[config.mk]
export PLATFORM = sky130hd
export DESIGN_NAME = mdu
export DESIGN_NICKNAME = d
export VERILOG_FILES = /design/src/rtl/mdu.sv
export SDC_FILE = /design/constraint.sdc
export NUM_CORES = 1
export LEC_CHECK = 0
export ABC_AREA = 1
export BUFFER_PORTS_ARGS = -buffer_cell sky130_fd_sc_hd__buf_4
export CAP_MARGIN = 5
export CORE_MARGIN = 2
export CORE_UTILIZATION = 45
export CTS_BUF_LIST = sky130_fd_sc_hd__clkbuf_8
export DETAILED_ROUTE_END_ITERATION = 6
export GPL_TIMING_DRIVEN = 0
export HOLD_SLACK_MARGIN = 0.08
export PLACE_DENSITY = 0.66
export SLEW_MARGIN = 20
export SYNTH_ARGS = -nofsm -noshare
export SYNTH_HDL_FRONTEND = slang
export SYNTH_SLANG_ARGS = --single-unit
[constraint.sdc]
create_clock -name CLK -period 6.64 [get_ports CLK]
set_input_delay 1.328 -clock CLK [delete_from_list [all_inputs] [get_ports CLK]]
set_output_delay 1.328 -clock CLK [all_outputs]
set_load 0.1 [all_outputs]
[src/rtl/mdu.sv]
// mdu: iterative multiply/divide unit with HI/LO registers for the MIPS execute stage.
// Shift-add multiply and restoring divide run on operand magnitudes; signs are applied in FIX.
module mdu #(
    parameter int WIDTH = 32
) (
    input  logic             CLK,
    input  logic             Reset,
    input  logic             StartE,
    input  logic [2:0]       MdOpE,
    input  logic [WIDTH-1:0] SrcAE,
    input  logic [WIDTH-1:0] SrcBE,
    input  logic             CancelE,
    output logic             MdBusyE,
    output logic             MdDoneM,
    output logic [WIDTH-1:0] HiOut,
    output logic [WIDTH-1:0] LoOut
);
    localparam int CW = $clog2(WIDTH);
    typedef enum logic [1:0] {IDLE, RUN, FIX} state_t;
    state_t state, stateNext;
    logic [CW-1:0] cnt;
    logic [2*WIDTH-1:0] acc;
    logic [WIDTH-1:0] rem, opB, magA, magB, quoFix, remFix;
    logic [WIDTH:0] mulSum, divShift, divDiff;
    logic [2*WIDTH-1:0] prodFix;
    logic isDiv, negRes, negRem, divZero, isSigned, mdStart, mtStart;

    assign MdBusyE = state != IDLE;

    always_comb begin
        isSigned = !MdOpE[0];
        // a new MULT/DIV may also launch on the FIX edge, so results stream without a bubble
        mdStart = StartE && !CancelE && !MdOpE[2] && (state == IDLE || state == FIX);
        mtStart = StartE && !CancelE && MdOpE[2:1] == 2'b10 && state == IDLE;
        magA = (isSigned && SrcAE[WIDTH-1]) ? -SrcAE : SrcAE;
        magB = (isSigned && SrcBE[WIDTH-1]) ? -SrcBE : SrcBE;
        mulSum = {1'b0, acc[2*WIDTH-1:WIDTH]} + (acc[0] ? {1'b0, opB} : '0);
        divShift = {rem, acc[WIDTH-1]};
        divDiff = divShift - {1'b0, opB};
        prodFix = negRes ? -acc : acc;
        quoFix = divZero ? '1 : (negRes ? -acc[WIDTH-1:0] : acc[WIDTH-1:0]);
        remFix = negRem ? -rem : rem;
    end

    always_comb begin
        stateNext = CancelE ? IDLE :
                    state == RUN ? (cnt == '0 ? FIX : RUN) :
                    mdStart ? RUN : IDLE;
    end

    always_ff @(posedge CLK or negedge Reset) begin
        if (!Reset) state <= IDLE;
        else state <= stateNext;
    end

    always_ff @(posedge CLK or negedge Reset) begin
        if (!Reset) begin
            cnt     <= '0;
            acc     <= '0;
            rem     <= '0;
            opB     <= '0;
            isDiv   <= 1'b0;
            negRes  <= 1'b0;
            negRem  <= 1'b0;
            divZero <= 1'b0;
            HiOut   <= '0;
            LoOut   <= '0;
            MdDoneM <= 1'b0;
        end else begin
            MdDoneM <= state == FIX && !CancelE;
            if (mdStart) begin
                cnt     <= CW'(WIDTH - 1);
                isDiv   <= MdOpE[1];
                negRes  <= isSigned && (SrcAE[WIDTH-1] ^ SrcBE[WIDTH-1]);
                negRem  <= isSigned && SrcAE[WIDTH-1];
                divZero <= SrcBE == '0;
                opB     <= MdOpE[1] ? magB : magA;
                acc     <= {{WIDTH{1'b0}}, MdOpE[1] ? magA : magB};
                rem     <= '0;
            end else if (state == RUN && !CancelE) begin
                cnt <= cnt - CW'(1);
                if (isDiv) begin
                    acc[WIDTH-1:0] <= {acc[WIDTH-2:0], !divDiff[WIDTH]};
                    rem <= divDiff[WIDTH] ? divShift[WIDTH-1:0] : divDiff[WIDTH-1:0];
                end else begin
                    acc <= {mulSum, acc[WIDTH-1:1]};
                end
            end
            if (state == FIX && !CancelE) begin
                HiOut <= isDiv ? remFix : prodFix[2*WIDTH-1:WIDTH];
                LoOut <= isDiv ? quoFix : prodFix[WIDTH-1:0];
            end else if (mtStart) begin
                if (MdOpE[0]) LoOut <= SrcAE;
                else HiOut <= SrcAE;
            end
        end
    end
endmodule

# Word-level counts from Yosys, hierarchy flattened
# Cells that the tools add are included.
[totals]
regBits = 204
latchBits = 0
ram_bits = 0
mem_bits_ro = 0
in_bits = 71
output_inout_bits = 66
memories = 0
[op_classes]
add_sub_neg = 8
multipliers = 0
div = 0
magnitude_cmp = 0
n_eq_ne = 5
n_shift = 0
mux = 31
bitwise_logic = 1
reduce_logical = 27
[op_table]
columns = ["cell", "n"]
rows = [
  ["$mux W32", 22],
  ["$mux W64", 3],
  ["$neg A32 Y32", 4],
  ["$neg A64 Y64", 1],
  ["$add A32 B32 Y33", 1],
  ["$sub A33 B32 Y33", 1],
  ["$logic_not A32 Y1", 1],
  ["$logic_and A1 B1 Y1", 10],
  ["$mux W5", 2],
  ["$reduce_bool A2 Y1", 5],
  ["$reduce_and A2 Y1", 4],
  ["$mux W2", 3],
  ["$logic_not A5 Y1", 1],
  ["$sub A5 B1 Y5 const B", 1],
  ["$eq A2 B2 Y1 const B", 2],
  ["$logic_not A1 Y1", 4],
  ["$ne A2 B1 Y1 const B", 2],
  ["$eq A2 B1 Y1 const B", 1],
  ["$logic_not A2 Y1", 1],
  ["$logic_or A1 B1 Y1", 1],
  ["$mux W1", 1],
  ["$xor A1 B1 Y1", 1],
]

# Depth between registers and ports, before layout
# Gate-level depths: netlist of the first run.
[logic_depth]
depth_word = 7
ltp_mapped = 18
mapped_depth_nobuf = 17

# Worst setup path after synthesis of the first run
# OpenSTA, ideal clock, no wires.
[synth_path]
path_kind = "input port to flip-flop"
start = "input SrcAE[0]"
end = "register acc[30]"
setup_time_ps = 117
arrival_time_ps = 2674
required_ps = 6523
slack_ps = 3849
path_stages = 13
n_path_buf = 0
path_cell_list = "inv_1 ha_1 nand3_1 nor2_1 inv_1 nor2_1 nand3_1 nand2_2 nand3_1 nand3_1 nand2_1 nor2_1 nor2_1"
[synth_via]
elab_chain_cells = 4
[synth_rtl]
columns = ["element", "line_no", "rtl"]
rows = [
  ["start, declared", "10", "input logic [WIDTH-1:0] SrcAE,"],
  ["$neg A32 Y32", "35", "magA = (isSigned && SrcAE[WIDTH-1]) ? -SrcAE : SrcAE;"],
  ["$mux W32", "35", ""],
  ["$mux W32", "78", "acc <= {{WIDTH{1'b0}}, MdOpE[1] ? magA : magB};"],
  ["$mux W64", "71", "if (mdStart) begin"],
  ["end signal, assigned", "78", ""],
  ["end signal, assigned by index", "83", "acc[WIDTH-1:0] <= {acc[WIDTH-2:0], !divDiff[WIDTH]};"],
  ["end signal, assigned", "86", "acc <= {mulSum, acc[WIDTH-1:1]};"],
  ["end, declared", "22", "logic [2*WIDTH-1:0] acc;"],
]
# Every way passes these cells.
# A chain may end at the register's enable or synchronous reset.

# Worst setup path after layout of the first run
[layout_path]
start = "register acc[31]"
end = "register rem[6]"
[layout_via]
elab_chain_cells = 5
[layout_rtl]
columns = ["element", "line_no", "rtl"]
rows = [
  ["$sub A33 B32 Y33", "39", "divDiff = divShift - {1'b0, opB};"],
  ["$mux W32", "84", "rem <= divDiff[WIDTH] ? divShift[WIDTH-1:0] : divDiff[WIDTH-1:0];"],
  ["$mux W32", "82", "if (isDiv) begin"],
  ["$mux W32", "80", "end else if (state == RUN && !CancelE) begin"],
  ["$mux W32", "71", ""],
  ["end signal, assigned", "84", ""],
  ["end, declared", "23", "logic [WIDTH-1:0] rem, opB, magA, magB, quoFix, remFix;"],
]
# Every way passes these cells. The select of a mux whose other input is x is not followed.

==> impl_metrics.toml, run 1 <==
[logic_synthesis]
muxShareOfSynthArea_pct = 0
ys_seq_area_share_pct = 26.38
synth_common_cells = "1,098 x nand2_1, 395 x inv_1, 348 x nor2_1, 292 x nand3_1, 205 x o21ai_0"
syn_area_um2 = 19350
yosysMostFrequentCell = "nand2_1"
yosys.area.top_type_share_pct = 26.38
synth.net_count = 3383
synth_ff_type = "dfrtp_1"
synthCells = 3240
synthDistinctLibCells = 53
synth_top_family_by_area = "simple AND/OR/NAND/NOR gates"
yosysWarnings = 0
synth-compound-area-share_pct = 15.33
synth-seq-cells = 204
synth_simple_gate_area_share_pct = 40.75
synth_top_area_cell = "dfrtp_1"
syn_area_per_cell_um2 = 5.972
synthArstFlopShare_pct = 100.0
synthXorXnorAreaFrac_pct = 2.399
synth_adder_area_share_pct = 4.734
synth_top_cells_by_area = "dfrtp_1 26%, nand2_1 21%, inv_1 7.7%"
synth_edf_count = 0

[sta]
fin_crit_sh_pct = 47.78
period_needed_ps = 3172
drv_slew = 0
tightestPinTransition_ps = 1060
holdWs_ps = 507.7
fmax_mhz = 315.2
tns_ps = 0
max_slew_margin_pct = 28.55
setup_viol = 0
rsz0062_at_grt = "false"
finalHoldViolCount = 0
skew_ps = 48.65

[setup_path]
setup.worst_path.end = "rem[6]$_DFFE_PN0P_"
rr_worst_depth = 18
r2r_end = "rem[6]$_DFFE_PN0P_"
crit_path_end_kind = "flip-flop"
r2r-start = "acc[31]$_DFFE_PN0P_"
path_class = "reg2reg"
reg2reg_slack_ps = 3470
cp_max_fo = 10
cp.arrival_ps = 3680
start_kind = "flip-flop"
worstPathRequired_ps = 7140
setup.worst_path.start = "acc[31]$_DFFE_PN0P_"

[floorplanning]
start_util_pct = 45.82
die-area_um2 = 44670
die_w_um = 211.4
io_pins = 137
core_area_um2 = 42230
die-height_um = 211.4
row_count = 75

[clock_network]
cts.sinks = 204
cts_buffers = 40
clkTransAtPathRegs_ps = 60
tritoncts = "yes"
cts-resized-gates = 0
clock_latency_ps = 650
root_buffer = "clkbuf_8"
ctsHoldBuffers = 0
postCtsSetupBuffers = 0
htreeDepth = 2
cts_max_path_buffers = 3

[min_path]
hold_start = "cnt[3]$_DFFE_PN0P_"
hold_class = "reg2reg"

[outcome]
outcome = "complete, but fails checks"
violations = "design-rule violations"

[detailed_routing]
drt_iter0_markers = 3172
wl_um = 89450
wire_per_inst_um = 22.43
drc_errors = 1
vias_per_cell = 5.839
ant_nets = 0
dr.pass1.iters = 7
vias = 23290

[global_route]
grt_pass1_wl_um = 131000
grt_pass1_vias = 21180
grt_usage_pct = 39.56
antenna_found_initial = 3
grt_max_degree = 77
overflow = 0

[power_and_ir_drop]
pwr_density_cell_nw_per_um2 = 349.7
peakVddDrop_uv = 189.5
p_leak_nw = 11.38

[placement]
hpwl_um = 74330
gp_congestion = 1.049
io_buffer_count = 136

[finish]
nFillCells = 4445
fin_nets = 3563
drive_gt1_share_pct = 9.202
area_delta_synth_final_pct = 13.53

[job]
drv_cap = 0
## registers in the layout (all words and copies together) (netlist names)
name and flops:
negRes 1, acc 64, rem 32, opB 32, isDiv 1, state 2
cnt 5, negRem 1, HiOut 32, MdDoneM 1, LoOut 32, divZero 1
## worst max-delay path: stages (launching register included)
cell	delay, ps
dfrtp_1	500
inv_1	230
ha_1	350
fa_1	460
inv_1	80
nand2_1	50
nand2_1	110
nand3_1	80
nand2_1	160
nand2_1	90
nand2_2	140
nand2_4	80
nand2_4	80
nand2_2	60
nand2_4	130
buf_6	170
nand2_1	130
nand3_1	100
nand2_1	50
## power breakdown
group / total (mW) / switching (mW) / internal, mW / leakage, nW
logic: 4.14 / 3.01 / 1.13 / 8.35
clock network: 1.41 / 0.641 / 0.773 / 0.459
registers: 2.13 / 0.563 / 1.56 / 2.57
## worst min path at each step
| stage | slack (ps) | end | cells past startpoint |
|---|---|---|---|
| after CTS | 510 | cnt[4]$_DFFE_PN0P_ | 1 |
| after detailed placement | 500 | cnt[4]$_DFFE_PN0P_ | 1 |
| after global routing | 540 | cnt[3]$_DFFE_PN0P_ | 1 |
| after floorplan | 450 | divZero$_DFFE_PN0P_ | 2 |
| after global placement | 480 | cnt[3]$_DFFE_PN0P_ | 1 |
| final | 510 | cnt[3]$_DFFE_PN0P_ | 1 |
## cell families after synthesis
logic type,Yosys count
DFF,204
xor gates and xnor gates,53
AOI/OAI and AO/OA,511
adders and majority gates,72
and+or+nand+nor,1887
buffers and inverters,513
## layout make-up
class	instances	area, µm²	area share, %
multi-input combinational	2523	12230	55.67
sequential	204	5105	23.24
inverter	413	1550	7.057
timing repair buffer	138	1084	4.933
clock buffer	51	701.9	3.195
tap	539	674.4	3.070
buffer	100	464.2	2.113
clock inverter	16	147.6	0.6721
antenna	4	10.01	0.04557
## per-layer routing
| layer | routed length [µm] | vias to the layer above | GRT usage (%) |
|---|---|---|---|
| met2 | 37760 | 1289 | 59.44 |
| li1 | - | 10850 | - |
| met3 | 9701 | 216 | 7.862 |
| met5 | 0 | - | 0 |
| met1 | 37780 | 10930 | 55.32 |
| met4 | 4207 | 0 | 16.56 |
## cells in the final DEF, fill, tap and decap left out, types with 32 or more instances in the layout
cell,Yosys,layout
nand4_1,39,39
inv_1,395,400
nand2_1,1098,1098
clkbuf_8,0,51
dfrtp_1,204,204
ha_1,70,70
buf_2,32,32
o211ai_1,61,61
clkbuf_1,53,53
a21oi_1,141,141
buf_4,0,135
nand3_1,292,292
o21ai_0,205,205
nor2_1,348,348
## metrics by stage
stage / util, % / setup slack [ps] / instance area (µm²) / power (mW) / std cells
after floorplan: - / 3849 / 19350 / 4.742 / 3240
after global placement: 49.83 / 2688 / 21040 / 6.105 / 3915
after detailed placement: 49.98 / 2972 / 21110 / 6.141 / 3917
after CTS: 51.99 / 3574 / 21960 / 7.559 / 3984
after global routing: 52.00 / 3344 / 21960 / 8.089 / 3985
final: 52.02 / 3468 / 21970 / 7.681 / 3988
Power figures use the tool's default switching activity.
==> inputs of run 2 (changes only) <==
PLACE_DENSITY = 0.69   (was 0.66)
clock period = 2.62 ns   (was 6.64 ns; I/O delays follow)
==> run 2 against run 1 <==
  * The run still ends with design-rule violations left
  * Design area rose by 0.85%
  * Clock-buffer cell count fell by 1
  * Combinational power rose to 2.6 times the previous value
  * Non-clock buffer count rose by 9
  * Global-route usage fell by 1.7 points
  * Worst hold slack got worse by 370 ps
  * Critical path type unchanged
  * Highest routed layer unchanged
  * Largest power group unchanged
  * Die area did not move
  * First-iteration DRC count fell by 2.7%
==> impl_metrics.toml, run 2 (same netlist as run 1, synthesis figures left out) <==
[outcome]
outcome = "complete, but fails checks"
violations = "design-rule violations"

[floorplanning]
row_count = 75
io_pins = 137
die_w_um = 211.4
start_util_pct = 45.82
die-height_um = 211.4
die-area_um2 = 44670
core_area_um2 = 42230

[min_path]
hold_class = "in2reg"
hold_start = "CancelE"

[detailed_routing]
dr.pass1.iters = 7
ant_nets = 0
vias = 22930
drc_errors = 13
drt_iter0_markers = 3086
wire_per_inst_um = 21.44
wl_um = 85650
vias_per_cell = 5.740

[clock_network]
clkTransAtPathRegs_ps = 60
cts_buffers = 40
tritoncts = "yes"
cts_max_path_buffers = 3
clock_latency_ps = 630
cts.sinks = 204
root_buffer = "clkbuf_8"
htreeDepth = 2

[power_and_ir_drop]
peakVddDrop_uv = 502.7
power_switching_mw = 10.66
pwr_density_cell_nw_per_um2 = 878.2
power.internal_mw = 8.796
clockPowerShare_pct = 17.6
p_leak_nw = 11.41
p_seq_share_pct = 27.6
combPwrFrac_pct = 54.7
sw_frac_of_total_pct = 54.79
finalPower_mw = 19.45

[sta]
fmax_mhz = 395.0
fin_crit_sh_pct = 96.63
skew_ps = 43.00
finalHoldViolCount = 0
max_slew_margin_pct = 29.61
drv_slew = 0
finalWorstSetupSlack_ps = 88.18
period_needed_ps = 2532
tightestPinTransition_ps = 1056
setup_viol = 0

[global_route]
antenna_found_initial = 0
grt_max_degree = 75
overflow = 0
grt_pass1_wl_um = 126500
grt_pass1_vias = 20910
grt_usage_pct = 37.88

[placement]
gp_congestion = 1.045
dp_slack_ps = -215.3
hpwl_um = 70470
io_buffer_count = 136
place_inst = 3917

[finish]
drive_gt1_share_pct = 10.85
regMostFlops = "acc"
largest_reg_flops = 64
area_delta_synth_final_pct = 14.50
finish.utilization_pct = 52.46
fin_nets = 3572
fin_cells = 3995
antennaDiodeCount = 0
mostFrequentLayoutCells = "1,092 x nand2_1, 398 x inv_1, 338 x nor2_1"
mostFrequentLayoutCell = "nand2_1"

[setup_path]
path_class = "reg2reg"
r2r-start = "acc[0]$_DFFE_PN0P_"
crit_chain = "clkbuf_4, inv_2, ha_1, nand2_2, nor2_4, nand3_2, o21ai_4, buf_4, nand2_1, nand2_1, nand3_1, o21ai_1, nand2_1, nand2_1"
cp.arrival_ps = 3090
crit_path_end_kind = "flip-flop"
cpMaxStageDelayCell = "dfrtp_1"
cp_slowest_stage_delay_ps = 350
critPathTopFamily = "simple AND/OR/NAND/NOR gates"
worstPathRequired_ps = 3180
critPathBufInv = 3
cp_max_fo = 9
setup.worst_path.start = "acc[0]$_DFFE_PN0P_"
cpMostUsedCell = "nand2_1"
start_kind = "flip-flop"

[job]
drv_cap = 0
==> run 2: changes by cell type in the layout (fill, tap and decap cells not counted), sizes merged <==
cell         change
inv              -2
dlygate4sd3      +1
clkbuf           +2
bufinv           -1
clkinvlp         +1
buf              +5
clkinv           +5
diode            -4
==> run 2: per-layer routing <==
metal / GRT usage [%] / routed length, µm / vias up
li1: - / - / 10890
met1: 52.00 / 35120 / 10460
met2: 55.63 / 35800 / 1356
met3: 10.41 / 10580 / 223
met4: 16.39 / 4157 / 0
met5: 0 / 0 / -
==> run 2: power by group through the flow <==
stage,clock network [mW],logic (mW),registers [mW]
2_1_floorplan,0,5.64,6.38
3_3_place_gp,0,10.1,5.31
3_5_place_dp,0,10.1,5.30
4_1_cts,3.41,10.2,5.25
5_1_grt,3.56,11.5,5.40
6_report,3.43,10.7,5.38
==> run 2: worst register-to-register path, delay by kind of cell (launching register included) <==
| kind | cells | cell delay (ps) |
|---|---|---|
| flops | 1 | 350 |
| buf+inv | 3 | 510 |
| compound gates | 2 | 420 |
| simple gates | 8 | 970 |
| fa+ha+maj | 1 | 220 |
==> run 2: area by class of cell <==
class                   count  area, µm²
fillers                  4499      20070
multi-input cells        2523      12370
flip-flops and latches    204       5106
inverters                 413       1550
repair buffers            147       1154
clock buffers              50      688.2
well taps                 539      674.4
plain buffers             100      486.7
clock inverters            19      122.6
==> run 2: worst paths after layout <==
kind,to,cells past startpoint,slack (ps)
max,HiOut[6]$_DFFE_PN0P_,14,90
min,state[1]$_DFF_PN0_,2,130
max reg2reg,HiOut[6]$_DFFE_PN0P_,14,90
min reg2reg,cnt[4]$_DFFE_PN0P_,1,490
max in group asynchronous,opB[24]$_DFFE_PN0P_,3,1360
min in group asynchronous,acc[57]$_DFFE_PN0P_,2,430
==> run 2: per-stage QoR <==
stage / hold WS (ps) / TNS (ps) / instance area [µm²]
2_1_floorplan: 228.4 / 0 / 19350
3_3_place_gp: 481.8 / -125080 / 21040
3_5_place_dp: 485.5 / -7657 / 21110
4_1_cts: 115.5 / 0 / 21940
5_1_grt: 140.3 / -8.760 / 22150
6_report: 133.3 / 0 / 22150
==> run 2: what timing repair did <==
| action | CTS | global route |
|---|---|---|
| resized for setup | 10 | 60 |
| setup endpoints to repair | 47 | 65 |
| pin swaps | 0 | 5 |
| cloned | 0 | 0 |
| hold buffers | 1 | 0 |
| endpoints found under the hold margin | 64 | 0 |
| buffers inserted | 1 | 7 |
